==> src/rtl/dcache_axi_pkg.sv <==
// dcache_axi_pkg: shared definitions for the L1 data cache AXI4 master bridge.
//   state_t        : bridge FSM states
//   BURST_INCR, SIZE_WORD, RESP_OKAY : AXI4 field encodings used by the bridge
//   TYPE_*         : cache access-type codes carried on type_i
//   BURST_LEN_LINE : AXLEN of a cache-line fill (4 beats)
package dcache_axi_pkg;

    typedef enum logic [2:0] {
        ST_IDLE  = 3'd0,
        ST_AR    = 3'd1,
        ST_R     = 3'd2,
        ST_WR    = 3'd3,
        ST_B     = 3'd4,
        ST_DRAIN = 3'd5
    } state_t;

    localparam logic [1:0] BURST_INCR = 2'b01;
    localparam logic [2:0] SIZE_WORD  = 3'b010;
    localparam logic [1:0] RESP_OKAY  = 2'b00;

    localparam logic [2:0] TYPE_BYTE    = 3'b000;
    localparam logic [2:0] TYPE_HWORD   = 3'b001;
    localparam logic [2:0] TYPE_WORD    = 3'b010;
    localparam logic [2:0] TYPE_BYTE_U  = 3'b100;
    localparam logic [2:0] TYPE_HWORD_U = 3'b101;

    localparam logic [3:0] BURST_LEN_LINE = 4'd3;

endpackage

==> src/rtl/dcache_axi_wstrb.sv <==
// dcache_axi_wstrb: byte-lane strobe generation for single-beat writes.
//   type_i [2:0] : cache access type
//   addr_i [1:0] : low address bits selecting the lane(s)
//   wstrb  [3:0] : AXI write strobe
// Signed and unsigned variants of a size use identical lanes.
module dcache_axi_wstrb
    import dcache_axi_pkg::*;
(
    input  logic [2:0] type_i,
    input  logic [1:0] addr_i,
    output logic [3:0] wstrb
);

    always_comb begin
        wstrb = 4'b1111;
        case (type_i)
            TYPE_BYTE, TYPE_BYTE_U:   wstrb = 4'b0001 << addr_i;
            TYPE_HWORD, TYPE_HWORD_U: wstrb = addr_i[1] ? 4'b1100 : 4'b0011;
            TYPE_WORD:                wstrb = 4'b1111;
            default:                  wstrb = 4'b1111;
        endcase
    end

endmodule

==> src/rtl/dcache_axi_master.sv <==
// dcache_axi_master: bridge from the L1 data cache request/wait interface to
// an AXI4 master. Cacheable reads become 4-beat INCR bursts, uncacheable reads
// single beats, writes single beats with byte strobes. Every delivered read
// beat and every write completion is signalled by a one-cycle low on wait_o.
// Ports:
//   clk, rst (async, active-high)
//   cache side : rreq_i, wreq_i, addr_i, wdata_i, type_i, arlenone_i -> rdata_o, wait_o
//   AXI AR/R, AW/W/B master channels
//   dbg_state  : current FSM state, for observation only
// Optional build macro DCACHE_AXI_RESP_ERR_EN adds err_o / err_addr_o, a sticky
// record of the first non-OKAY read or write response.
// Handshakes: a transfer happens on a rising edge where valid and ready are
// both 1; a raised valid and its payload hold steady until that transfer.
module dcache_axi_master
    import dcache_axi_pkg::*;
#(
    parameter int              ID_W  = 4,
    parameter logic [ID_W-1:0] RD_ID = '0,
    parameter logic [ID_W-1:0] WR_ID = '0
) (
    input  logic            clk,
    input  logic            rst,
    input  logic            rreq_i,
    input  logic            wreq_i,
    input  logic [31:0]     addr_i,
    input  logic [31:0]     wdata_i,
    input  logic [2:0]      type_i,
    input  logic            arlenone_i,
    output logic [31:0]     rdata_o,
    output logic            wait_o,
    output logic [ID_W-1:0] arid,
    output logic [31:0]     araddr,
    output logic [3:0]      arlen,
    output logic [2:0]      arsize,
    output logic [1:0]      arburst,
    output logic            arvalid,
    input  logic            arready,
    input  logic [ID_W-1:0] rid,
    input  logic [31:0]     rdata,
    input  logic [1:0]      rresp,
    input  logic            rlast,
    input  logic            rvalid,
    output logic            rready,
    output logic [ID_W-1:0] awid,
    output logic [31:0]     awaddr,
    output logic [3:0]      awlen,
    output logic [2:0]      awsize,
    output logic [1:0]      awburst,
    output logic            awvalid,
    input  logic            awready,
    output logic [31:0]     wdata,
    output logic [3:0]      wstrb,
    output logic            wlast,
    output logic            wvalid,
    input  logic            wready,
    input  logic [ID_W-1:0] bid,
    input  logic [1:0]      bresp,
    input  logic            bvalid,
    output logic            bready,
`ifdef DCACHE_AXI_RESP_ERR_EN
    output logic            err_o,
    output logic [31:0]     err_addr_o,
`endif
    output state_t          dbg_state
);

    state_t      state_q, state_d;
    logic [31:0] addr_q, wdata_q;
    logic [2:0]  type_q;
    logic        arlenone_q;
    logic        aw_done_q, w_done_q;
    logic        r_hs, b_hs, aw_fin, w_fin, launch;

    assign launch = (state_q == ST_IDLE) && (wreq_i || rreq_i);

    // AR/AW/W payloads come straight from the request registers, so they are
    // stable for as long as the corresponding valid is held.
    assign arid    = RD_ID;
    assign araddr  = addr_q;
    assign arlen   = arlenone_q ? 4'd0 : BURST_LEN_LINE;
    assign arsize  = SIZE_WORD;
    assign arburst = BURST_INCR;
    assign arvalid = (state_q == ST_AR);
    assign rready  = (state_q == ST_R);

    assign awid    = WR_ID;
    assign awaddr  = addr_q;
    assign awlen   = 4'd0;
    assign awsize  = SIZE_WORD;
    assign awburst = BURST_INCR;
    assign awvalid = (state_q == ST_WR) && !aw_done_q;
    assign wdata   = wdata_q;
    assign wlast   = 1'b1;
    assign wvalid  = (state_q == ST_WR) && !w_done_q;
    assign bready  = (state_q == ST_B);

    assign r_hs = rvalid && rready;
    assign b_hs = bvalid && bready;

    // A channel counts as finished if it completed earlier or completes now,
    // so AW and W may finish in either order or together.
    assign aw_fin = aw_done_q || (awvalid && awready);
    assign w_fin  = w_done_q  || (wvalid && wready);

    assign dbg_state = state_q;

    dcache_axi_wstrb u_wstrb (
        .type_i (type_q),
        .addr_i (addr_q[1:0]),
        .wstrb  (wstrb)
    );

    always_ff @(posedge clk or posedge rst) begin
        if (rst) state_q <= ST_IDLE;
        else     state_q <= state_d;
    end

    always_comb begin
        state_d = state_q;
        case (state_q)
            ST_IDLE: begin
                if (wreq_i)      state_d = ST_WR;
                else if (rreq_i) state_d = ST_AR;
            end
            ST_AR:    if (arready)        state_d = ST_R;
            ST_R:     if (rvalid && rlast) state_d = ST_DRAIN;
            ST_WR:    if (aw_fin && w_fin) state_d = ST_B;
            ST_B:     if (bvalid)         state_d = ST_DRAIN;
            // The cache keeps its request up until it sees the final pulse;
            // wait for it to drop so the same request is not issued twice.
            ST_DRAIN: if (!rreq_i && !wreq_i) state_d = ST_IDLE;
            default:  state_d = ST_IDLE;
        endcase
    end

    always_ff @(posedge clk or posedge rst) begin
        if (rst) begin
            addr_q     <= '0;
            wdata_q    <= '0;
            type_q     <= '0;
            arlenone_q <= 1'b0;
            aw_done_q  <= 1'b0;
            w_done_q   <= 1'b0;
            rdata_o    <= '0;
            wait_o     <= 1'b1;
        end else begin
            wait_o <= 1'b1;
            if (launch) begin
                addr_q     <= addr_i;
                wdata_q    <= wdata_i;
                type_q     <= type_i;
                arlenone_q <= arlenone_i;
                aw_done_q  <= 1'b0;
                w_done_q   <= 1'b0;
            end
            if (awvalid && awready) aw_done_q <= 1'b1;
            if (wvalid && wready)   w_done_q  <= 1'b1;
            if (r_hs) begin
                rdata_o <= rdata;
                wait_o  <= 1'b0;
            end
            if (b_hs) wait_o <= 1'b0;
        end
    end

`ifdef DCACHE_AXI_RESP_ERR_EN
    always_ff @(posedge clk or posedge rst) begin
        if (rst) begin
            err_o      <= 1'b0;
            err_addr_o <= '0;
        end else if (!err_o && ((r_hs && rresp != RESP_OKAY) ||
                                (b_hs && bresp != RESP_OKAY))) begin
            err_o      <= 1'b1;
            err_addr_o <= addr_q;
        end
    end

    logic unused_ids;
    assign unused_ids = ^{rid, bid};
`else
    logic unused_resp;
    assign unused_resp = ^{rid, bid, rresp, bresp};
`endif

endmodule

==> config.mk <==
export PLATFORM = sky130hd
export DESIGN_NAME = dcache_axi_master
export DESIGN_NICKNAME = d
export VERILOG_FILES = /design/src/rtl/dcache_axi_pkg.sv /design/src/rtl/dcache_axi_wstrb.sv /design/src/rtl/dcache_axi_master.sv
export SDC_FILE = /design/constraint.sdc
export NUM_CORES = 1
export LEC_CHECK = 0
export CAP_MARGIN = 40
export CORE_MARGIN = 3
export CORE_UTILIZATION = 38
export DETAILED_ROUTE_END_ITERATION = 12
export GPL_TIMING_DRIVEN = 0
export PLACE_DENSITY = 0.81
export SETUP_SLACK_MARGIN = 0.2
export SYNTH_ARGS = -nofsm -noshare
export SYNTH_HDL_FRONTEND = slang
export SYNTH_SLANG_ARGS = --single-unit
==> constraint.sdc <==
create_clock -name clk -period 4.95 [get_ports clk]
set_input_delay 0.99 -clock clk [delete_from_list [all_inputs] [get_ports clk]]
set_output_delay 0.99 -clock clk [all_outputs]
set_load 0.005 [all_outputs]
==> results.sh <==
export IMPL_status="finished, final reports clean"
export IMPL_post_cts_buffers=0
export IMPL_maxSlewHeadroom_pct=57.4
export IMPL_cts_sinks=105
export IMPL_antenna_left=0
export IMPL_rsz0062_at_grt="no"
export IMPL_io_buffers=251
export IMPL_cts_tree="built"
export IMPL_p_seq_share_pct=32.4
export IMPL_initialDrtViolationCount=113
export IMPL_antenna_found_initial=0
export IMPL_clkPwrFrac_pct=13.8
export IMPL_pwr_share_comb_pct=53.8
export IMPL_via_per_inst=4.44
export IMPL_p_leak_uw=0.00346
export IMPL_clk_latency_ns=0.34
export IMPL_reg2reg_to="rdata_o[26]"
export IMPL_place_congestion=0.831
export IMPL_top_usage_layer="met2"
export IMPL_cp_slowest_cell="clkdlybuf4s50_1"
export IMPL_crit_arrival_ns=1.92
export IMPL_internal_power_uw=3560
export IMPL_grt_max_degree=58
export IMPL_first_pass_iters=4
export IMPL_dieWidth_um=118
export IMPL_synth_top_area_share_pct=54.6
export IMPL_nets=735
export IMPL_cts_made_buffers=9
export IMPL_max_cap_viol_count=0
export IMPL_layout_commonest_cell="clkdlybuf4s50_1"
export IMPL_io_pins=290
export IMPL_finalWorstPathRequiredPeriod_ns=2.91
export IMPL_antenna_cells=0
export IMPL_met3_usage_pct=5.96
export IMPL_final_cell_mix="251 x clkdlybuf4s50_1, 104 x dfrtp_1, 70 x mux2_2"
export IMPL_syn_area_per_cell_um2=14.6
export IMPL_die_area_mm2=0.0139
export IMPL_clkTransAtPathRegs_ns=0.07
export IMPL_p_sw_uw=1350
export IMPL_initial_core_util_pct=39.2
export IMPL_utilization_pct=64.8
export IMPL_grt_pass1_vias=3657
export IMPL_skew_ns=0.00540
export IMPL_setup_tns_final_ns=0
export IMPL_routed_wl_um=12600
export IMPL_ctsResizeCount=0
export IMPL_hold_violations=0
export IMPL_vias=3478
export IMPL_async_flop_share_pct=100
export IMPL_rr_startpoint="dbg_state[1]"
export IMPL_slew_violations=0
export IMPL_dp_hpwl_um=9940
export IMPL_power_density_mw_per_mm2=623
export IMPL_critPathMaxFanout=8
export IMPL_synth_edf_count=0
export IMPL_coreArea_mm2=0.0122
export IMPL_period_share_pct=58.8
export IMPL_netSwitchingFraction_pct=27.6
export IMPL_power_uw=4910
export IMPL_globalRouteMet2Util_pct=31.9
export IMPL_critPathLaunch="dbg_state[0]"
export IMPL_worstHoldStart="wdata[14]"
export IMPL_crit_end="awvalid"
export IMPL_crit_type="register to output pin"
export IMPL_ys_ff_latch=105
export IMPL_ir_worst_vdd_mv=0.315
export IMPL_worstPathCellList="buf_6, inv_1, or2_2, nor2_1, clkdlybuf4s50_1"
export IMPL_synthFlopType="dfrtp_1"
export IMPL_netlist_area_mm2=0.00477
export IMPL_cpPeakStageDelay_ns=0.51
export IMPL_max_freq_mhz=343
export IMPL_synth_distinct_cells=31
export IMPL_use_met1_pct=20.1
export IMPL_cts_root_buf="clkbuf_16"
export IMPL_post_drt_wl_per_cell_um=16.1
export IMPL_clock_path_buffers=2
export IMPL_min_path_type="register to register"
export IMPL_rows=40
export IMPL_syn2layout_area_growth_pct=65.2
export IMPL_seq_area_frac_synth_pct=55.1
export IMPL_finalSetupViolations=0
export IMPL_die_y_um=118
export IMPL_yosys_area_top_type="dfrtp_1"
export IMPL_fillers=924
export IMPL_layout_drive_gt1_share_pct=31.9
export IMPL_grt_pass1_wl_um=20100
export IMPL_synthCells=327
export IMPL_hold_buffers=0
export IMPL_grt_use_total_pct=18.2
export IMPL_ys_warn_count=0
export IMPL_yosys_top_cells_area="dfrtp_1 55%, mux2_2 17%, buf_4 9.1%, mux2_4 9.1%, buf_6 2.4%"
export IMPL_cts_max_level=3
export IMPL_ff2ff_setup_slack_ns=3.37
export IMPL_start_kind="register"
export IMPL_reg2reg_depth=7
export IMPL_drc_errors=0
export IMPL_gr_total_overflow=0
export IMPL_end_kind="output pin"
export IMPL_worst_pin_slew_ns=0.639
export IMPL_cp_data_required_time_ns=3.96
-- final cells by class --
class | instances | area (µm²) | area share, %
Sequential cell | 105 | 2630 | 33.4
Timing Repair Buffer | 252 | 2540 | 32.2
Multi-Input combinational cell | 167 | 1590 | 20.2
Buffer | 72 | 613 | 7.78
Clock buffer | 9 | 225 | 2.86
Tap cell | 168 | 210 | 2.67
Clock inverter | 4 | 47.5 | 0.603
Inverter | 6 | 25.0 | 0.318
-- Yosys cell counts (2+ instances only) --
cell and number:
a221oi_1 2, nor2_1 6, buf_12 3, inv_1 6, dfrtp_1 104, mux2_2 70
buf_6 10, a21o_1 2, or2_2 2, buf_4 58, conb_1 2, mux2_4 29
nand2_1 6, o21ai_0 5, a21oi_1 5, o21bai_1 2
-- power groups by stage --
| stage | clock network [µW] | registers [µW] | logic, µW |
|---|---|---|---|
| after floorplan | 0 | 1590 | 1150 |
| after global placement | 0 | 1570 | 2610 |
| after detailed placement | 0 | 1610 | 2670 |
| after CTS | 702 | 1600 | 2680 |
| after global routing | 739 | 1660 | 2810 |
| final | 678 | 1590 | 2640 |
-- metal layers --
| layer | vias to the layer above | routed length [µm] | part of all wire, % |
|---|---|---|---|
| met1 | 1682 | 4700 | 37 |
| met4 | 0 | 440 | 3.5 |
| li1 | 1595 | - | - |
| met2 | 167 | 6620 | 52 |
| met3 | 34 | 885 | 7.0 |
| met5 | - | 0 | 0 |
-- stage by stage --
stage	worst slack [ns]	instances	hold slack (ns)	instance area, µm²
floorplan	1.20	350	0.479	4860
global placement	-0.319	769	0.488	7580
detailed placement	2.30	770	0.492	7610
CTS	2.03	783	0.507	7880
global route	1.92	783	0.532	7880
finish	2.04	783	0.504	7880
-- kinds of logic (layout without fill, tap and decap cells) --
logic type	count (synthesis)	in the layout	synth area share (%)
muxes	100	100	25.9
buffers and inverters	78	343	13.3
AOI/OAI and AO/OA	19	19	2.57
other	2	25	0.157
and+or+nand+nor	23	23	2.96
DFF	105	105	55.1
-- sequential cells by signal (all words and copies together) (netlist names) --
name	cells
araddr	32
arlenone_q	1
aw_done_q	1
dbg_state	3
rdata_o	32
type_q	2
w_done_q	1
wait_o	1
wdata	32
-- critical path: cells and delay by family (launching register included) --
kind | cells | cell delay (ns)
buf+inv | 3 | 0.77
simple gates | 2 | 0.42
flops | 1 | 0.39
-- worst min path at each step --
stage                      end  slack, ns  cells past startpoint
floorplan           arlenone_q       0.48                      1
global placement     wdata[17]       0.49                      1
detailed placement   wdata[14]       0.49                      1
CTS                  wdata[14]       0.51                      1
global route          wdata[5]       0.53                      1
finish               wdata[14]       0.50                      1
No activity file was read; power rests on OpenSTA's default activity.
